--- config.mk ---
export PLATFORM = sky130hd
export DESIGN_NAME = spi_target
export DESIGN_NICKNAME = d
export VERILOG_FILES = /design/src/rtl/spi_target_pkg.sv /design/src/rtl/spi_sync_edge.sv /design/src/rtl/spi_target.sv
export SDC_FILE = /design/constraint.sdc
export NUM_CORES = 1
export LEC_CHECK = 0
export CORE_MARGIN = 4
export CORE_UTILIZATION = 45
export CTS_CLUSTER_DIAMETER = 40
export DETAILED_ROUTE_END_ITERATION = 6
export GPL_TIMING_DRIVEN = 0
export PLACE_DENSITY = 0.69
export SLEW_MARGIN = 10
export SYNTH_ARGS = -nofsm -noshare
export SYNTH_HDL_FRONTEND = slang
export SYNTH_SLANG_ARGS = --single-unit
--- constraint.sdc ---
create_clock -name clk -period 3.12 [get_ports clk]
set_clock_uncertainty 0.05 [all_clocks]
set_input_delay 0.468 -clock clk [delete_from_list [all_inputs] [get_ports clk]]
set_output_delay 0.468 -clock clk [all_outputs]
set_load 0.02 [all_outputs]
--- src/rtl/spi_target_pkg.sv ---
// Shared definitions for the SPI target: FSM encoding, bit-counter width and
// the default fill byte sent when nothing is queued for transmit.
package spi_target_pkg;

  typedef enum logic [1:0] {
    ST_IDLE  = 2'd0,
    ST_LOAD  = 2'd1,
    ST_SHIFT = 2'd2
  } state_e;

  localparam int         BIT_CNT_W         = 3;
  localparam logic [7:0] IDLE_FILL_DEFAULT = 8'hFF;

endpackage

--- src/rtl/spi_sync_edge.sv ---
// Multi-flop synchroniser for one asynchronous input, with single-cycle
// rise/fall pulses derived from one extra registered copy.
module spi_sync_edge #(
  parameter int   SYNC_STAGES = 2,
  parameter logic RESET_VAL   = 1'b0
) (
  input  logic clk,
  input  logic rst_n,
  input  logic i_async,
  output logic o_level,
  output logic o_rise,
  output logic o_fall
);

  logic [SYNC_STAGES-1:0] r_sync;
  logic                   r_prev;

  // Synchroniser chain plus the delayed copy used for edge detection
  always_ff @(posedge clk or negedge rst_n) begin
    if (!rst_n) begin
      r_sync <= {SYNC_STAGES{RESET_VAL}};
      r_prev <= RESET_VAL;
    end else begin
      r_sync <= {r_sync[SYNC_STAGES-2:0], i_async};
      r_prev <= r_sync[SYNC_STAGES-1];
    end
  end

  assign o_level = r_sync[SYNC_STAGES-1];
  assign o_rise  = r_sync[SYNC_STAGES-1] & ~r_prev;
  assign o_fall  = ~r_sync[SYNC_STAGES-1] & r_prev;

endmodule

--- src/rtl/spi_target.sv ---
// Mode-0 SPI target, oversampled by clk: byte-wide RX/TX valid-ready streams
// with a single TX holding register and sticky overrun/underrun flags.
module spi_target
  import spi_target_pkg::*;
#(
  parameter int         SYNC_STAGES = 2,
  parameter logic [7:0] IDLE_FILL   = IDLE_FILL_DEFAULT
) (
  input  logic       clk,
  input  logic       rst_n,
  input  logic       spi_sck,
  input  logic       spi_cs_n,
  input  logic       spi_mosi,
  output logic       spi_miso,
  output logic       spi_miso_oe,
  output logic [7:0] rx_data,
  output logic       rx_valid,
  input  logic       rx_ready,
  input  logic [7:0] tx_data,
  input  logic       tx_valid,
  output logic       tx_ready,
  output logic       overrun,
  output logic       underrun,
  input  logic       err_clr,
  output logic       busy
);

  state_e                 r_state;
  state_e                 w_state_nxt;
  logic [BIT_CNT_W-1:0]   r_bit_cnt;
  logic [6:0]             r_rx_shift;
  logic [7:0]             r_rx_data;
  logic                   r_rx_valid;
  logic [7:0]             r_tx_shift;
  logic [7:0]             r_tx_hold;
  logic                   r_tx_full;
  logic                   r_reload_pend;
  logic                   r_overrun;
  logic                   r_underrun;

  logic w_sck_level, w_sck_rise, w_sck_fall;
  logic w_cs_level, w_cs_rise, w_cs_fall;
  logic w_mosi_level, w_mosi_rise, w_mosi_fall;
  logic w_unused;

  spi_sync_edge #(.SYNC_STAGES(SYNC_STAGES), .RESET_VAL(1'b0)) u_sync_sck (
    .clk(clk), .rst_n(rst_n), .i_async(spi_sck),
    .o_level(w_sck_level), .o_rise(w_sck_rise), .o_fall(w_sck_fall)
  );
  spi_sync_edge #(.SYNC_STAGES(SYNC_STAGES), .RESET_VAL(1'b1)) u_sync_cs (
    .clk(clk), .rst_n(rst_n), .i_async(spi_cs_n),
    .o_level(w_cs_level), .o_rise(w_cs_rise), .o_fall(w_cs_fall)
  );
  spi_sync_edge #(.SYNC_STAGES(SYNC_STAGES), .RESET_VAL(1'b0)) u_sync_mosi (
    .clk(clk), .rst_n(rst_n), .i_async(spi_mosi),
    .o_level(w_mosi_level), .o_rise(w_mosi_rise), .o_fall(w_mosi_fall)
  );

  assign w_unused = w_sck_level ^ w_mosi_rise ^ w_mosi_fall;

  // A cs_n rise in the same cycle as an SCK edge wins: the edge is dropped.
  logic       w_in_shift, w_bit_rise, w_byte_done, w_reload, w_tx_accept, w_rx_take;
  logic [7:0] w_rx_byte;

  assign w_in_shift  = (r_state == ST_SHIFT) & ~w_cs_rise;
  assign w_bit_rise  = w_in_shift & w_sck_rise;
  assign w_byte_done = w_bit_rise & (r_bit_cnt == 3'd7);
  assign w_reload    = ((r_state == ST_LOAD) & ~w_cs_rise) |
                       (w_in_shift & w_sck_fall & r_reload_pend);
  assign w_tx_accept = tx_valid & ~r_tx_full;
  assign w_rx_take   = r_rx_valid & rx_ready;
  assign w_rx_byte   = {r_rx_shift, w_mosi_level};

  // FSM state register
  always_ff @(posedge clk or negedge rst_n) begin
    if (!rst_n) r_state <= ST_IDLE;
    else        r_state <= w_state_nxt;
  end

  // FSM next-state
  always_comb begin
    w_state_nxt = r_state;
    if (w_cs_rise) begin
      w_state_nxt = ST_IDLE;
    end else begin
      case (r_state)
        ST_IDLE:  w_state_nxt = w_cs_fall ? ST_LOAD : ST_IDLE;
        ST_LOAD:  w_state_nxt = ST_SHIFT;
        ST_SHIFT: w_state_nxt = ST_SHIFT;
        default:  w_state_nxt = ST_IDLE;
      endcase
    end
  end

  // RX shifter and bit counter; any exit from SHIFT drops partial bits
  always_ff @(posedge clk or negedge rst_n) begin
    if (!rst_n) begin
      r_bit_cnt  <= '0;
      r_rx_shift <= 7'd0;
    end else if (!w_in_shift) begin
      r_bit_cnt  <= '0;
      r_rx_shift <= 7'd0;
    end else if (w_bit_rise) begin
      r_bit_cnt  <= r_bit_cnt + BIT_CNT_W'(1);
      r_rx_shift <= w_rx_byte[6:0];
    end
  end

  // Arms a TX reload for the first falling edge after each completed byte
  always_ff @(posedge clk or negedge rst_n) begin
    if (!rst_n)           r_reload_pend <= 1'b0;
    else if (!w_in_shift) r_reload_pend <= 1'b0;
    else if (w_byte_done) r_reload_pend <= 1'b1;
    else if (w_reload)    r_reload_pend <= 1'b0;
  end

  // RX output register with valid/ready handshake
  always_ff @(posedge clk or negedge rst_n) begin
    if (!rst_n) begin
      r_rx_data  <= 8'h00;
      r_rx_valid <= 1'b0;
    end else if (w_byte_done && (!r_rx_valid || w_rx_take)) begin
      r_rx_data  <= w_rx_byte;
      r_rx_valid <= 1'b1;
    end else if (w_rx_take) begin
      r_rx_valid <= 1'b0;
    end
  end

  // TX holding register and shifter; an accept coinciding with a reload bypasses holding
  always_ff @(posedge clk or negedge rst_n) begin
    if (!rst_n) begin
      r_tx_shift <= 8'h00;
      r_tx_hold  <= 8'h00;
      r_tx_full  <= 1'b0;
    end else if (w_reload) begin
      if (r_tx_full) begin
        r_tx_shift <= r_tx_hold;
        r_tx_full  <= 1'b0;
      end else if (tx_valid) begin
        r_tx_shift <= tx_data;
      end else begin
        r_tx_shift <= IDLE_FILL;
      end
    end else begin
      if (w_in_shift && w_sck_fall) r_tx_shift <= {r_tx_shift[6:0], 1'b0};
      if (w_tx_accept) begin
        r_tx_hold <= tx_data;
        r_tx_full <= 1'b1;
      end
    end
  end

  // Sticky error flags; a setting event beats err_clr
  always_ff @(posedge clk or negedge rst_n) begin
    if (!rst_n) begin
      r_overrun  <= 1'b0;
      r_underrun <= 1'b0;
    end else begin
      if (w_byte_done && r_rx_valid && !w_rx_take) r_overrun <= 1'b1;
      else if (err_clr)                             r_overrun <= 1'b0;
      if (w_reload && !r_tx_full && !tx_valid)      r_underrun <= 1'b1;
      else if (err_clr)                             r_underrun <= 1'b0;
    end
  end

  assign spi_miso    = r_tx_shift[7];
  assign busy        = ~w_cs_level;
  assign spi_miso_oe = ~w_cs_level;
  assign rx_data     = r_rx_data;
  assign rx_valid    = r_rx_valid;
  assign tx_ready    = ~r_tx_full;
  assign overrun     = r_overrun;
  assign underrun    = r_underrun;

endmodule

After elaboration in Yosys (flattened, before gate mapping)
Index checks and enable logic that the tools add are counted.
W data, S select, Z words.
{"block": "totals", "regBits": 49, "latch_bits": 0, "ram_bits": 0, "rom_bits": 0, "inputBits": 16, "out_inout_bits": 15, "wordCells": 82, "mem_count": 0}
{"block": "op_classes", "addsub": 1, "multipliers": 0, "n_div": 0, "magnitude_cmp": 0, "eq_ne": 5, "shifts": 0, "n_mux": 21, "n_bitwise": 20, "reduce_logical": 19}
{"op": "$mux W8", "n": 4}
{"op": "$mux W7", "n": 2}
{"op": "$and A1 B1 Y1", "n": 12}
{"op": "$mux W1", "n": 11}
{"op": "$reduce_bool A2 Y1", "n": 5}
{"op": "$not A1 Y1", "n": 7}
{"op": "$logic_and A1 B1 Y1", "n": 6}
{"op": "$mux W3", "n": 2}
{"op": "$logic_not A1 Y1", "n": 4}
{"op": "$pmux W2 S2", "n": 1}
{"op": "$add A3 B1 Y3 const B", "n": 1}
{"op": "$eq A3 B3 Y1 const B", "n": 1}
{"op": "$ne A3 B1 Y1 const B", "n": 1}
{"op": "$eq A2 B1 Y1 const B", "n": 1}
{"op": "$eq A2 B2 Y1 const B", "n": 1}
{"op": "$logic_not A2 Y1", "n": 1}
{"op": "$mux W2", "n": 1}
{"op": "$ne A2 B1 Y1 const B", "n": 1}
{"op": "$reduce_and A2 Y1", "n": 1}
{"op": "$reduce_or A2 Y1", "n": 1}
{"op": "$logic_or A1 B1 Y1", "n": 1}
{"op": "$or A1 B1 Y1", "n": 1}

Depth between registers and ports, before layout
Gate-level depths: netlist (run 1).
{"block": "logic_depth", "depth_word": 10, "ltp_mapped": 7, "mapped_depth_nobuf": 6}

By module
A second synthesis (run 1) with hierarchy kept.
{"block": "hier_totals", "hier_cells": 170, "area_unflattened_um2": 2159.6}
{"mod": "spi_target", "n_inst": 1, "cells_per_inst": 155, "area_per_inst_um2": 1885.6, "seq_area_each_um2": 1026.0}
{"mod": "spi_sync_edge (u_sync_mosi ...)", "n_inst": 2, "cells_per_inst": 5, "area_per_inst_um2": 90.1, "seq_area_each_um2": 75.1}
{"mod": "spi_sync_edge (u_sync_cs)", "n_inst": 1, "cells_per_inst": 5, "area_per_inst_um2": 93.8, "seq_area_each_um2": 78.8}

Least setup slack after synthesis (run 1)
OpenSTA, ideal clock, no wires.
{"block": "synth_path", "kind": "reg-to-reg", "start": "register u_sync_cs.r_prev", "end": "register r_rx_data[0] (netlist: rx_data[0])", "setup_ns": 0.125, "t_arrival_ns": 1.502, "required_ns": 2.945, "setup_slack_ns": 1.444, "path_stages_with_launch": 7, "n_path_buf": 2, "synth_period_minus_slack_ns": 1.676, "path_cell_list": "dfstp_2 -> nand2b_1 -> buf_2 -> nand4_1 -> nor2b_1 -> buf_4 -> mux2_2"}
{"block": "synth_via", "elab_chain_len": 7}
{"item": "start: declaration", "line_no": "spi_sync_edge.sv:16", "rtl": "logic r_prev;"}
{"item": "start signal: assignment", "line_no": "spi_sync_edge.sv:25", "rtl": "r_prev <= r_sync[SYNC_STAGES-1];"}
{"item": "$not A1 Y1", "line_no": "spi_sync_edge.sv:30", "rtl": "assign o_rise = r_sync[SYNC_STAGES-1] & ~r_prev;"}
{"item": "$and A1 B1 Y1", "line_no": "spi_sync_edge.sv:30"}
{"item": "$not A1 Y1", "line_no": "spi_target.sv:65", "rtl": "assign w_in_shift = (r_state == ST_SHIFT) & ~w_cs_rise;"}
{"item": "$and A1 B1 Y1", "line_no": "spi_target.sv:65"}
{"item": "$and A1 B1 Y1", "line_no": "spi_target.sv:66", "rtl": "assign w_bit_rise = w_in_shift & w_sck_rise;"}
{"item": "$and A1 B1 Y1", "line_no": "spi_target.sv:67", "rtl": "assign w_byte_done = w_bit_rise & (r_bit_cnt == 3'd7);"}
{"item": "$logic_and A1 B1 Y1", "line_no": "spi_target.sv:122", "rtl": "end else if (w_byte_done && (!r_rx_valid || w_rx_take)) begin"}
{"item": "end signal: assignment", "line_no": "spi_target.sv:123", "rtl": "r_rx_data <= w_rx_byte;"}
{"item": "end: declaration", "line_no": "spi_target.sv:32", "rtl": "logic [7:0] r_rx_data;"}
No other way between the ends.
A chain may end at the register's enable or synchronous reset.

Final worst setup path (run 1)
{"block": "layout_path", "start": "register r_tx_full", "end": "output port tx_ready"}
{"block": "layout_via", "elab_chain_len": 1}
{"item": "start: declaration", "line_no": "spi_target.sv:36", "rtl": "logic r_tx_full;"}
{"item": "start signal: assignment", "line_no": "spi_target.sv:135", "rtl": "r_tx_full <= 1'b0;"}
{"item": "start signal: assignment", "line_no": "spi_target.sv:139", "rtl": "r_tx_full <= 1'b0;"}
{"item": "start signal: assignment", "line_no": "spi_target.sv:149", "rtl": "r_tx_full <= 1'b1;"}
{"item": "$not A1 Y1", "line_no": "spi_target.sv:172", "rtl": "assign tx_ready = ~r_tx_full;"}
{"item": "end: declaration", "line_no": "spi_target.sv:21", "rtl": "output logic tx_ready,"}
No other way between the ends.

==> run metrics, run 1 <==
status=complete, no violations; Max stage delay cell, worst path=clkdlybuf4s50_1; largest net degree at the start of global routing=32; cts-stage hold buffer count=0; initial core utilization=between 40 and 50%; DIE AREA=between 0.005 and 0.006 mm²; reg2reg path depth=6; unique cell type count in the Yosys netlist=30; Core ar.=~0.0041 mm²; Reg area=approximately 0.0012 mm²; drt drc=0; detailed placement HPWL=2530 µm; share of layout cells above drive strength 1=21.4%; IO Pins=31; Startpoint Class=flop; post-route antenna net violation count=0; Total GRT Usage=14.7%; CTS Root Buffer Type=clkbuf_8; Least-Margin Pin Slew=590 ps; fillcell total=313; Routed wire per std cell=14.4 µm; initial antenna violation count=0; power density of the placed cells=659 mW/mm²; die width=74.2 µm; slowest stage delay, CP=640 ps; Yosys reg bits=49; routed via count=between 1,000 and 1,500; P&R area growth vs syn=25.0%; # Post-CTS Setup Buffers=0; dpl cell area=0.00235 mm²; design area=approximately 0.0025 mm²; Fin Setup TNS=0 ps; DP Worst Slack=1230 ps; Ant. Diodes=0; CTS Buffer Depth=2; FMAX=0.458 GHz; post-cts sizing count=0; IO Port Bufs=30; final worst slack=935 ps; CP Cell Sequence=inv_1 -> buf_2 -> clkdlybuf4s50_1; Synth Instances=approximately 150; Avg Inst Size Synth=13.3 µm²; NumNets Final=207; relative slew slack=60.5%; H-tree levels=2; minimum clock period=roughly 2200 ps; leakage power=1.13 nW; vias per cell=roughly 5.4; Hold WC Path Type=primary input to async pin; TritonCTS buffer count=5; CP Class=flop to primary output; total gr overflow=0; RePlAce Congestion=0.724; TritonCTS clock tree=done; drt total wl=between 3000 and 4000 µm; critical path capture point type=primary output; Tcrit/Tclk final=a little over two thirds; Post-Layout Cell Count=237; vias in the first global route=1,370; Critical Path RT=2600 ps; Sink Count=49; final setup fails=0; max-cap violations=0; Crit Path Max Fanout=10; initial drt markers=just under 70; Yosys Warn Count=0; sequential share of the synthesized area=62.4%; first-pass GRT wire length=6130 µm; final hold vios=0; Hold Slack=approximately 45 ps; arrival time of the worst setup path=1670 ps; unrepaired setup endpoints after global routing=false; area of the multi-input gates=around 680 µm²; Peak VDD IR=0.000415 V; final slew viol count=0; Rows=23; Die Ht=74.2 µm; most common cell after layout, fill and taps aside=dfrtp_1; clock latency on the worst-skew pair=300 ps; placed cells=229; Pre-Repair DR Iteration Count=4; Netlist Area Pre-Place=0.00197 mm²; most frequent cells in the layout=46 x dfrtp_1, 29 x clkdlybuf4s50_1, 16 x mux2_2; Reg clk slew, reported paths=90 ps; post-synth net total=about 170
==> state kept, by name, indices dropped and copies added, names as in the netlist <==
register	flops
r_tx_hold	8
r_tx_shift	8
rx_data	8
r_rx_shift	7
r_bit_cnt	3
r_state	2
u_sync_cs.r_sync	2
u_sync_mosi.r_sync	2
u_sync_sck.r_sync	2
overrun	1
r_reload_pend	1
r_tx_full	1
rx_valid	1
u_sync_cs.r_prev	1
u_sync_sck.r_prev	1
underrun	1
==> power breakdown <==
group          switching, mW  total [mW]  internal (mW)  leakage, nW
Sequential            0.0629       0.819          0.756        0.614
Combinational          0.182       0.350          0.168        0.458
Clock                  0.215       0.454          0.240       0.0543
==> critical path, delay by kind of cell (launching register included) <==
family	cells	cell delay, ps
buffers and inverters	3	970
DFF	1	390
==> per-layer routing <==
metal	wire length (µm)	track usage, %
met5	0	0
met4	55	7.85
met3	178	3.51
met2	1620	24.3
met1	1560	17.8
==> cell usage after synthesis <==
cell type  number  share of area (%)
and2b_1         1               0.38
mux2_2         16                9.1
nand2_1        10                1.9
o21a_1          2               0.76
buf_4           2               0.76
o22ai_1         2               0.63
a31oi_1         7                2.2
xnor2_1         1               0.44
o221ai_1        7                3.1
o21ai_0         1               0.25
nand3_1         1               0.25
clkbuf_1        1               0.19
buf_2           4                1.0
and3b_2         1               0.51
inv_1           6                1.1
dfrtp_1        46                 58
and3_2          1               0.38
nand3_4         1               0.89
o2bb2ai_1       1               0.44
nand2b_1        2               0.63
a22o_1         10                4.4
ha_1            5                3.2
dfstp_2         3                4.0
nor2b_1         1               0.32
o21ai_4         1               0.83
nand4_1         1               0.32
and4b_4         1               0.70
and3_1          1               0.32
nor2_1         11                2.1
and2_1          1               0.32
==> through the flow <==
step,utilization (%),power (mW)
floorplan,-,1.06
global placement,56.7,1.16
detailed placement,57.1,1.18
CTS,59.9,1.64
global route,59.9,1.73
finish,59.9,1.62
==> area by class of cell <==
type,instances,share of cell area [%]
Timing Repair Buffer,31,12.8
Sequential cell,49,49.9
Inverter,6,0.914
Clock buffer,5,2.79
Tap cell,50,2.54
Buffer,7,1.57
Multi-Input combinational cell,86,27.6
Clock inverter,3,1.88
==> worst paths after layout <==
path | start | end | slack (ps)
max | r_tx_full | tx_ready | 930
min | rst_n | r_bit_cnt[2] | 50
max reg2reg | u_sync_cs.r_prev | rx_data[5] | 1290
min reg2reg | u_sync_sck.r_sync[0] | u_sync_sck.r_sync[1] | 310
max in group asynchronous | rst_n | r_tx_shift[0] | 2470
min in group clk | u_sync_sck.r_sync[0] | u_sync_sck.r_sync[1] | 310
==> kinds of logic after synthesis <==
logic type,Yosys count,share of synthesized area (%)
xor gates and xnor gates,1,0.445
AOI/OAI and AO/OA,31,12.7
muxes,16,9.14
adders and majority gates,5,3.17
and+or+nand+nor,33,9.02
buffers and inverters,13,3.11
DFF,49,62.4
No activity file was read; power rests on OpenSTA's default activity.
==> inputs of run 2 (changes only) <==
Settings changed: PLACE_DENSITY 0.69 to 0.71.
Clock period 3.12 ns to 1.9 ns, I/O delays scaled along.
==> run metrics, run 2 (synthesized netlist as in run 1, its figures left out) <==
power density of the placed cells=1020 mW/mm² (+55%); relative slew slack=60.8% (+0.32 points); CTS Root Buffer Type=clkbuf_8; detailed placement HPWL=2630 µm (+4.0%); reg2reg path depth=6 (unchanged); r2r setup slk=110 ps (-1180 ps); initial drt markers=47 (-32%); Ant. Diodes=0 (unchanged); final worst slack=106 ps (-829 ps); minimum clock period=1790 ps; most common cell after layout, fill and taps aside=dfrtp_1; final slew viol count=0 (unchanged); Setup crit end=rx_data[0]; Core ar.=0.00412 mm² (unchanged); IO Port Bufs=30 (unchanged); critical path capture point type=flop; Least-Margin Pin Slew=585 ps (-4.78 ps); NumNets Final=216 (+4.3%); vias per cell=5.30 (-1.1%); Hold Slack=302 ps (+257 ps); Reg clk slew, reported paths=80 ps (about the same); Peak VDD IR=0.000705 V (+70%); first-pass GRT wire length=5940 µm (-3.1%); Pre-Repair DR Iteration Count=4 (unchanged); initial antenna violation count=0 (unchanged); total gr overflow=0 (unchanged); Die Ht=74.2 µm (unchanged); initial core utilization=47.9% (unchanged); drt drc=0 (unchanged); Rows=23 (unchanged); r2r endpoint=rx_data[0]; Tcrit/Tclk final=94.4%; Hold WC Path Type=flop to flop; H-tree levels=2 (unchanged); IO Pins=31 (unchanged); crit path from=u_sync_cs.r_prev; Crit Path Max Fanout=8 (-2); Reg-to-Reg Start=u_sync_cs.r_prev; most frequent cells in the layout=46 x dfrtp_1, 27 x clkdlybuf4s50_1, 16 x mux2_2; DIE AREA=0.00550 mm² (unchanged); routed via count=1,304 (+2.7%); RePlAce Congestion=0.773 (+6.8%); Routed wire per std cell=14.6 µm (+1.5%); cell family with most CP delay=flip-flops; FMAX=0.557 GHz; Critical Path Stages=6 (+3); DP Worst Slack=43.5 ps (-1180 ps); Post-Layout Cell Count=246 (+3.8%); clock latency on the worst-skew pair=300 ps (about the same); die width=74.2 µm (unchanged); WHS Path Cells=0; Fin Setup TNS=0 ps (unchanged); TritonCTS buffer count=5 (unchanged); post-route antenna net violation count=0 (unchanged); Critical Path RT=2030 ps (-570 ps); slowest stage delay, CP=530 ps (-110 ps); Max stage delay cell, worst path=dfstp_2; largest net degree at the start of global routing=26 (-19%); drt total wl=3600 µm (+5.3%); share of layout cells above drive strength 1=25.0% (+3.6 points); vias in the first global route=1,372 (+0.15%); final hold vios=0 (unchanged); crit path buf inv count=2 (-1); fillcell total=338 (+8.0%); arrival time of the worst setup path=1930 ps (+260 ps); leakage power=1.17 nW (+3.8%); CTS Buffer Depth=2 (unchanged); placed cells=229 (unchanged); CP Cell Sequence=nand2b_1 -> clkbuf_4 -> nand4_1 -> nor2b_1 -> buf_4 -> mux2_2; dpl cell area=0.00236 mm² (+0.32%); design area=0.00252 mm² (+2.5%); Total GRT Usage=14.0% (-0.71 points); CP Class=flop to flop; status=complete, no violations; P&R area growth vs syn=28.1%; TritonCTS clock tree=done; max-cap violations=0 (unchanged); Sink Count=49 (unchanged); final setup fails=0 (unchanged); Startpoint Class=flop
## run 2: worst reg2reg max path, stage by stage, from the launching register on
cell	delay (ps)
dfstp_2	530
nand2b_1	90
clkbuf_4	180
nand4_1	160
nor2b_1	160
buf_4	180
mux2_2	340
## run 2: what timing repair did
item / in CTS / in global routing
pin swaps: 0 / 2
resized for setup: 2 / 2
cloned: 0 / 0
hold endpoints to repair: 24 / 0
endpoints found under the setup margin: 2 / 18
hold buffers: 1 / 0
setup buffers: 0 / 8
## run 2: per-layer routing
layer	routed length, µm	GRT usage [%]	vias up
met5	0	0	-
met4	46	5.23	0
met3	198	4.19	6
met2	1830	25.2	32
met1	1520	15.5	640
li1	-	-	626
## run 2: stage by stage
step | power (mW) | utilization, %
after global placement | 1.90 | 56.7
after global routing | 2.75 | 61.4
after detailed placement | 1.95 | 57.3
after CTS | 2.59 | 59.8
final | 2.58 | 61.4
after floorplan | 1.75 | -
## run 2: power breakdown
| part | switching [mW] | total, mW | internal, mW |
|---|---|---|---|
| Sequential | 0.106 | 1.35 | 1.24 |
| Clock | 0.331 | 0.626 | 0.295 |
| Combinational | 0.309 | 0.609 | 0.300 |
## run 2: layout make-up
class | instances | area [µm²] | area share [%]
well taps | 50 | 62.6 | 2.48
plain buffers | 7 | 41.3 | 1.64
inverters | 6 | 22.5 | 0.892
clock inverters | 2 | 13.8 | 0.545
clock buffers | 6 | 82.6 | 3.27
flip-flops and latches | 49 | 1230 | 48.7
multi-input cells | 86 | 682 | 27.0
repair buffers | 40 | 390 | 15.5
## run 2: how the worst min path moves through the flow
stage | from | end
global placement | u_sync_mosi.r_sync[0] | u_sync_mosi.r_sync[1]
floorplan | rst_n | overrun
CTS | u_sync_sck.r_sync[0] | u_sync_sck.r_sync[1]
detailed placement | rst_n | r_bit_cnt[1]
finish | u_sync_sck.r_sync[0] | u_sync_sck.r_sync[1]
global route | u_sync_sck.r_sync[0] | u_sync_sck.r_sync[1]
==> inputs of run 3 (changes only) <==
Settings changed: CTS_CLUSTER_SIZE set to 16, SYNTH_HIERARCHICAL set to 1.
==> run metrics, run 3 <==
status=complete, no violations; clock latency on the worst-skew pair=300 ps (about the same); WHS Path Cells=0 (unchanged); Reg-to-Reg Start=r_state[0]; DIE AREA=0.00587 mm² (+6.7%); Routed wire per std cell=15.6 µm (+6.4%); CP Cell Sequence=inv_1 -> ha_2 -> nand4b_1 -> nor2b_1 -> buf_2 -> mux2_2; Post-Layout Cell Count=259 (+5.3%); Synth Instances=167 (+13%); Sink Count=49 (unchanged); final setup fails=0 (unchanged); Tcrit/Tclk final=94.9% (+0.50 points); TritonCTS buffer count=5 (unchanged); most common cell after layout, fill and taps aside=dfrtp_1; post-route antenna net violation count=0 (unchanged); post-synth net total=188 (+11%); IO Port Bufs=30 (unchanged); Max stage delay cell, worst path=dfrtp_1; r2r setup slk=100 ps (about the same); minimum clock period=1800 ps (+9.55 ps); P&R area growth vs syn=24.7%; reg2reg path depth=6 (unchanged); drt total wl=4030 µm (+12%); Reg clk slew, reported paths=100 ps (+20 ps); design area=0.00264 mm² (+4.7%); Startpoint Class=flop; drt drc=0 (unchanged); Ant. Diodes=0 (unchanged); slowest stage delay, CP=400 ps (-130 ps); Worst Hold Launch=u_sync_cs/r_sync[0]; most frequent cells in the layout=46 x dfrtp_1, 27 x clkdlybuf4s50_1, 16 x mux2_2; IO Pins=31 (unchanged); initial core utilization=47.7% (-0.20 points); CTS Buffer Depth=2 (unchanged); Critical Path RT=2050 ps (+20 ps); vias per cell=5.41 (+2.0%); DP Worst Slack=-318 ps (-361 ps); Pre-Repair DR Iteration Count=5 (+1); Hold WC Path Type=flop to flop; CP Class=flop to flop; final hold vios=0 (unchanged); first-pass GRT wire length=6760 µm (+14%); Total GRT Usage=14.6% (+0.63 points); dpl cell area=0.00251 mm² (+6.4%); Worst Hold End=u_sync_cs/r_sync[1]; relative slew slack=61.0% (+0.14 points); H-tree levels=2 (unchanged); final slew viol count=0 (unchanged); Peak VDD IR=0.000530 V (-25%); share of layout cells above drive strength 1=22.2% (-2.8 points); largest net degree at the start of global routing=26 (unchanged); total gr overflow=0 (unchanged); leakage power=1.13 nW (-3.5%); arrival time of the worst setup path=1950 ps (+20 ps); NumNets Final=227 (+5.1%); FMAX=0.554 GHz (-0.53%); initial antenna violation count=0 (unchanged); detailed placement HPWL=2900 µm (+10%); routed via count=1,400 (+7.4%); power density of the placed cells=976 mW/mm² (-4.6%); placed cells=250 (+9.2%); Yosys Warn Count=6 (+6); Crit Path Max Fanout=8 (unchanged); critical path capture point type=flop; Netlist Area Pre-Place=0.00212 mm² (+7.6%); CTS Root Buffer Type=clkbuf_8; Rows=24 (+4.3%); unrepaired setup endpoints after global routing=false; r2r endpoint=rx_data[2]; max-cap violations=0 (unchanged); vias in the first global route=1,428 (+4.1%); Avg Inst Size Synth=12.7 µm² (-4.7%); Fin Setup TNS=0 ps (unchanged); TritonCTS clock tree=done; Core ar.=0.00444 mm² (+8.0%); final worst slack=96.3 ps (-9.55 ps); die width=76.6 µm (+3.3%); RePlAce Congestion=0.766 (-0.87%); initial drt markers=138 (+190%); total power=2.58 mW (-0.14%); Least-Margin Pin Slew=586 ps (+0.135 ps); Die Ht=76.6 µm (+3.3%)
[run 3: critical path: cells and delay by family (launching register included)]
| kind | cells | cell delay (ps) |
|---|---|---|
| DFF | 1 | 400 |
| buffers and inverters | 2 | 320 |
| and+or+nand+nor | 2 | 330 |
| muxes | 1 | 360 |
| adders and majority gates | 1 | 250 |
[run 3: through the flow]
step	util (%)	hold WS, ps
global route	59.5	313
global placement	55.9	285
CTS	59.1	307
finish	59.5	302
floorplan	-	-60.6
detailed placement	56.4	264
[run 3: power by group]
group	internal [mW]	total, mW	switching [mW]
clock network	0.269	0.632	0.364
registers	1.24	1.35	0.109
logic	0.318	0.600	0.282
total	1.83	2.58	0.755
[run 3: worst max path at each step]
stage,end,startpoint,slack (ps)
2_1_floorplan,r_tx_shift[0],u_sync_cs/r_sync[1],210
3_3_place_gp,u_sync_mosi/r_sync[0],rst_n,-830
3_5_place_dp,r_tx_shift[6],u_sync_cs/r_sync[1],-320
4_1_cts,r_tx_shift[5],r_state[0],20
5_1_grt,r_tx_shift[6],r_state[0],20
6_report,rx_data[2],r_state[0],100
[run 3: metal layers]
metal,track usage (%),share of wire (%)
met5,0,0
met4,6.34,1.9
met3,4.96,4.4
met2,22.1,48
met1,19.1,45
[run 3: area by class of cell]
class                      instances  area (µm²)
fill                             361        1800
sequential                        49        1230
multi-input combinational        104         851
timing repair buffer              32         329
clock buffer                       5        68.8
tap                               52        65.1
buffer                             9        55.1
clock inverter                     3        26.3
inverter                           5        18.8
[run 3: repair_timing]
action                                 CTS  global route
setup endpoints to repair               33            17
setup buffers                            0             0
gates resized for setup                  7             5
hold buffers                             1             0
endpoints found under the hold margin   21             0
